**config.mk**
```make
export PLATFORM = sky130hd
export DESIGN_NAME = ifu_fetch
export DESIGN_NICKNAME = d
export VERILOG_FILES = /design/src/rtl/cpu_pkg.sv /design/src/rtl/ifu_buf.sv /design/src/rtl/ifu_fetch.sv
export SDC_FILE = /design/constraint.sdc
export NUM_CORES = 1
export LEC_CHECK = 0
export CAP_MARGIN = 20
export CORE_ASPECT_RATIO = 1.1
export CORE_UTILIZATION = 45
export CTS_CLUSTER_SIZE = 20
export DETAILED_ROUTE_END_ITERATION = 10
export HOLD_SLACK_MARGIN = 0.08
export PLACE_DENSITY = 0.78
export SLEW_MARGIN = 20
export SYNTH_ARGS = -nofsm -noshare
export SYNTH_HDL_FRONTEND = slang
export SYNTH_SLANG_ARGS = --single-unit
export TNS_END_PERCENT = 50
```
**constraint.sdc**
```tcl
create_clock -name clk -period 1.9 [get_ports clk]
set_input_delay 0.19 -clock clk [delete_from_list [all_inputs] [get_ports clk]]
set_output_delay 0.19 -clock clk [all_outputs]
set_load 0.01 [all_outputs]
```
**src/rtl/cpu_pkg.sv**
```systemverilog
// Shared types and constants for the instruction-fetch front end.
package cpu_pkg;

    typedef enum logic [1:0] {
        StFetch = 2'd0,
        StWait  = 2'd1,
        StHold  = 2'd2
    } state_e;

    localparam logic [31:0] RESET_PC_DEFAULT = 32'h0000_3000;
    localparam logic [31:0] NOP_INSTR        = 32'h0000_0000;

    // Word-aligned and inside [base, base+size); 33-bit end avoids overflow at the top.
    function automatic logic fetch_addr_ok(input logic [31:0] pc,
                                           input logic [31:0] base,
                                           input logic [31:0] size);
        logic [32:0] w_end;
        w_end = {1'b0, base} + {1'b0, size};
        return (pc[1:0] == 2'b00) && (pc >= base) && ({1'b0, pc} < w_end);
    endfunction

endpackage

```
**src/rtl/ifu_buf.sv**
```systemverilog
// Fetch output buffer: holds one instruction, its PC and fault flag for decode.
module ifu_buf
    import cpu_pkg::*;
#(
    parameter logic [31:0] RESET_PC = RESET_PC_DEFAULT
) (
    input  logic        clk,
    input  logic        rst_n,
    input  logic        i_load,
    input  logic        i_clear,
    input  logic [31:0] i_instr,
    input  logic [31:0] i_pc,
    input  logic        i_exc,
    output logic        o_valid,
    output logic [31:0] o_instr,
    output logic [31:0] o_pc,
    output logic        o_exc
);

    logic        r_valid;
    logic [31:0] r_instr;
    logic [31:0] r_pc;
    logic        r_exc;

    // Clearing leaves instr/pc in place; only the valid and fault flags drop.
    always_ff @(posedge clk or negedge rst_n) begin
        if (!rst_n) begin
            r_valid <= 1'b0;
            r_instr <= NOP_INSTR;
            r_pc    <= RESET_PC;
            r_exc   <= 1'b0;
        end else if (i_load) begin
            r_valid <= 1'b1;
            r_instr <= i_instr;
            r_pc    <= i_pc;
            r_exc   <= i_exc;
        end else if (i_clear) begin
            r_valid <= 1'b0;
            r_exc   <= 1'b0;
        end
    end

    assign o_valid = r_valid;
    assign o_instr = r_instr;
    assign o_pc    = r_pc;
    assign o_exc   = r_exc;

endmodule

```
**src/rtl/ifu_fetch.sv**
```systemverilog
// Instruction fetch: PC register, single-outstanding imem requests, redirect squash.
// Optional fetch-address fault detection is enabled by defining FETCH_EXC_EN.
module ifu_fetch
    import cpu_pkg::*;
#(
    parameter logic [31:0] RESET_PC  = RESET_PC_DEFAULT,
    parameter logic [31:0] IMEM_BASE = 32'h0000_3000,
    parameter logic [31:0] IMEM_SIZE = 32'h0000_4000
) (
    input  logic        clk,
    input  logic        rst_n,
    input  logic        i_redirect_valid,
    input  logic [31:0] i_redirect_pc,
    output logic        o_imem_req,
    output logic [31:0] o_imem_addr,
    input  logic        i_imem_rvalid,
    input  logic [31:0] i_imem_rdata,
    output logic        o_if_valid,
    output logic [31:0] o_if_instr,
    output logic [31:0] o_if_pc,
    input  logic        i_id_ready,
    output logic        o_if_exc
);

    state_e      r_state;
    state_e      w_state_d;
    logic [31:0] r_pc;
    logic [31:0] w_pc_d;
    logic        r_kill;
    logic        w_kill_d;
    logic        w_load;
    logic        w_clear;
    logic [31:0] w_load_instr;
    logic        w_load_exc;
    logic        w_fault;

`ifdef FETCH_EXC_EN
    assign w_fault = !fetch_addr_ok(r_pc, IMEM_BASE, IMEM_SIZE);
`else
    logic w_cfg_unused;
    assign w_fault      = 1'b0;
    assign w_cfg_unused = ^{IMEM_BASE, IMEM_SIZE};
`endif

    always_ff @(posedge clk or negedge rst_n) begin
        if (!rst_n) begin
            r_state <= StFetch;
            r_pc    <= RESET_PC;
            r_kill  <= 1'b0;
        end else begin
            r_state <= w_state_d;
            r_pc    <= w_pc_d;
            r_kill  <= w_kill_d;
        end
    end

    always_comb begin
        w_state_d    = r_state;
        w_pc_d       = r_pc;
        w_kill_d     = r_kill;
        w_load       = 1'b0;
        w_clear      = 1'b0;
        w_load_instr = i_imem_rdata;
        w_load_exc   = 1'b0;
        unique case (r_state)
            StFetch: begin
                if (i_redirect_valid) begin
                    w_pc_d = i_redirect_pc;
                end else if (w_fault) begin
                    w_load       = 1'b1;
                    w_load_instr = NOP_INSTR;
                    w_load_exc   = 1'b1;
                    w_state_d    = StHold;
                end else begin
                    w_state_d = StWait;
                end
            end
            StWait: begin
                if (i_redirect_valid) begin
                    w_pc_d = i_redirect_pc;
                    // A response arriving now is the one being squashed; nothing left to kill.
                    if (i_imem_rvalid) begin
                        w_kill_d  = 1'b0;
                        w_state_d = StFetch;
                    end else begin
                        w_kill_d = 1'b1;
                    end
                end else if (i_imem_rvalid) begin
                    if (r_kill) begin
                        w_kill_d  = 1'b0;
                        w_state_d = StFetch;
                    end else begin
                        w_load    = 1'b1;
                        w_pc_d    = r_pc + 32'd4;
                        w_state_d = StHold;
                    end
                end
            end
            StHold: begin
                if (i_redirect_valid) begin
                    w_clear   = 1'b1;
                    w_pc_d    = i_redirect_pc;
                    w_state_d = StFetch;
                end else if (i_id_ready) begin
                    w_clear   = 1'b1;
                    w_state_d = StFetch;
                end
            end
            default: w_state_d = StFetch;
        endcase
    end

    always_comb begin
        o_imem_req  = rst_n && (r_state == StFetch) && !i_redirect_valid && !w_fault;
        o_imem_addr = r_pc;
    end

    ifu_buf #(
        .RESET_PC (RESET_PC)
    ) u_buf (
        .clk     (clk),
        .rst_n   (rst_n),
        .i_load  (w_load),
        .i_clear (w_clear),
        .i_instr (w_load_instr),
        .i_pc    (r_pc),
        .i_exc   (w_load_exc),
        .o_valid (o_if_valid),
        .o_instr (o_if_instr),
        .o_pc    (o_if_pc),
        .o_exc   (o_if_exc)
    );

endmodule

```
==> impl_results.md <==
* Outcome: completed
* Measured slew at the worst slew-check pin at about 0.65 ns
* Post-Syn Instances at 533
* Hold WC Path Type: input port to register
* CP max FO at 8
* Clock sink count at 100
* Delay-heaviest family, CP: simple AND/OR/NAND/NOR gates
* Compound-Gate Fraction of Synth Area at around an eighth
* Worst-Skew Late Latency at 0.36 ns
* Post-synth EDFFs at 0
* Cell chain of the critical path: and4_1, and2_1, nand2b_4, or4_1, o211ai_1
* DRT iter0 DRCs at 304
* H-tree levels at 3
* WL met1 at ~5800 um
* Post-Synth Adder-Cell Area at less than 1%
* Final instance area at a little under 0.007 mm2
* Final hold vios at 0
* Die footprint at between 0.01 and 0.015 mm2
* IO Pins at 168
* Vias/cell at 5.39
* # rows at 38
* Initial antenna violation count at 0
* Port Buf Inserts at 166
* Max stage delay on crit path at ~0.48 ns
* Deepest clock path buffer count at 2
* Post-DP Area at between 0.006 and 0.007 mm2
* Highest metal used: met4
* Tmin final at 1.79 ns
* DRC viols at 0
* Period utilization at 94.4%
* Vias in the first global route at 4447
* Routability cong. at around 0.90
* Maximum number of pins on one net before global-route repair at 52
* Main combinational cell family by area after synthesis: simple AND/OR/NAND/NOR gates
* Skew final at 0.00676 ns
* Peak supply drop at 0.669 mV
* Nature of the critical path startpoint: register
* Crit path kind: register to register
* Core ar. at 0.00994 mm2
* CP endpoint kind: register
* Final wirelength at roughly 13000 um
* Met2 Routed Length at 6650 um
* Initial core utilization at between 40% and 50%
* Top-area cell type share of the netlist area at around 52%
* Post-Synth Simple-Gate Area at 29.3%
* Post-DRT Antenna Nets at 0
* First-pass GRT wire length at 21600 um
* Final core utilization at between 60% and 70%
* Worst Setup Slack, final at 0.106 ns
* CTS Buf Count at 9
* Antenna diode count at 0
* Post-synthesis mux area share at 0.216%
* Most common flop cell mapped by yosys: dfrtp_1
* Max-Cap Viols at 0
* Cell Pwr Density at 1450 mW/mm2
* Layout Cells excl Fill at 849
* Leakage at 3.13 nW
* Layout area overhead at 49.4%
* GRT overflow at 0
* Crit path buffers/inverters at 0
* Most frequent cell after synthesis: nand2_1
* CP max-delay cell: dfrtp_1
* Area leader, netlist: dfrtp_1
* HPWL after detailed placement at 9950 um
* Seq/Total Area, Yosys at 54.2%
* Total GRT Usage at 25.8%
* Worst slack, placed at 0.0220 ns
* Crit path DAT at 2.08 ns
* Mean Syn Cell Area at 8.69 um2
* Root buf cell: clkbuf_8
* TNS Setup at 0 ns
* Max-slew headroom at 57.0%
* Xor-xnor portion of the synthesized cell area at 0%
* Fmax at 557 MHz
* Final net count at 794
* Asr flop ratio synth at 100%
* Drt wl/cell at 15.9 um
* Commonest cells in the netlist: nand2_1, dfrtp_1, nor2_1
* Seq cells post-synth at 100
* Clock Pin Slew Worst Setup and Hold Paths at 0.09 ns
* Met3 Wirelength at ~840 um
* Distinct cell type count after synthesis at 55
* Cell Area, Synth at 0.00463 mm2
* Mapped Nets at between 600 and 700
* Ys Warns at 0
* Vert. Die Dim at 108 um
* Postcts setup bufs at 0
* First-pass DRT Iterations at 4
* Die W at 98.7 um
* Final setup viols at 0
* Placed insts at 832
* TritonCTS clock tree: yes
* Largest cells by area after synthesis: dfrtp_1, nand2_1, nor2_1
* Critical path data required time at 2.19 ns
* RSZ-0062 raised after global routing: false
* Via count at 4572
* Layout cells sized above 1 at 11.7%
* Final slew viol count at 0
==> layout by cell type (no fill, tap or decap), types with 6 or more instances in the layout <==
master,instances
a21oi_1,23
a31oi_1,6
a311oi_1,6
nand3_1,15
buf_4,42
dfrtp_1,95
clkbuf_8,10
o21ai_0,18
nor2_1,30
nand2_1,209
a211oi_1,8
nor3_1,10
clkdlybuf4s50_1,164
==> sequential cells by signal, indices dropped and copies added, names as in the netlist <==
| name | flops |
|---|---|
| u_buf.o_valid | 1 |
| u_buf.o_instr | 32 |
| u_buf.o_pc | 32 |
| r_kill | 1 |
| o_imem_addr | 32 |
| r_state | 2 |
==> power by group <==
group          switching [W]  total (W)  internal, W
Combinational        0.00226    0.00489      0.00263
Sequential          0.000739    0.00383      0.00309
Clock               0.000697    0.00134     0.000645
Total                0.00369     0.0101      0.00637
==> stage by stage <==
stage | power, W | hold WS (ns)
floorplan | 0.00580 | -0.106
global placement | 0.00856 | 0.341
detailed placement | 0.00874 | 0.348
CTS | 0.0101 | 0.339
global route | 0.0107 | 0.349
finish | 0.0101 | 0.352
==> cell type report <==
type	instances	area [um2]
clock inverters	4	48.8
flip-flops and latches	100	2510
repair buffers	212	2060
multi-input cells	398	2000
inverters	3	11.3
well taps	120	150
clock buffers	12	145
fillers	794	3020
==> routing by layer <==
| metal | up-vias | global-route usage (%) |
|---|---|---|
| li1 | 2187 | - |
| met1 | 2174 | 33.0 |
| met2 | 193 | 43.9 |
| met3 | 18 | 4.07 |
| met4 | 0 | 10.4 |
| met5 | - | 0 |
==> logic make-up after synthesis <==
logic type	Yosys count
other cells	1
mux	1
simple gates	306
compound gates	89
buf+inv	35
fa+ha+maj	1
flops	100
==> repair_timing <==
action,CTS,global route
endpoints found under the hold margin,50,0
hold buffers,1,0
setup endpoints to repair,1,7
gates resized for setup,2,6
pin swaps,0,1
==> worst register-to-register path: stages, from the launching register on <==
cell and delay, ns:
dfrtp_1 0.48, and4_1 0.33, and2_1 0.22, nand2b_4 0.11, or4_1 0.42, o211ai_1 0.16
==> path summary, 6_finish.rpt <==
kind	slack (ns)	depth (start not counted)	start	endpoint
setup reg to reg	0.11	5	o_imem_addr[4]	o_imem_addr[29]
max in group asynchronous	0.29	4	rst_n	o_imem_addr[15]
hold / removal	0.35	3	i_redirect_pc[0]	o_imem_addr[0]
hold reg to reg	0.47	2	u_buf.o_pc[13]	u_buf.o_pc[13]
setup / recovery	0.11	5	o_imem_addr[4]	o_imem_addr[29]
min in group asynchronous	0.53	3	rst_n	u_buf.o_valid
Note: power is estimated with default switching activity, not from simulation.
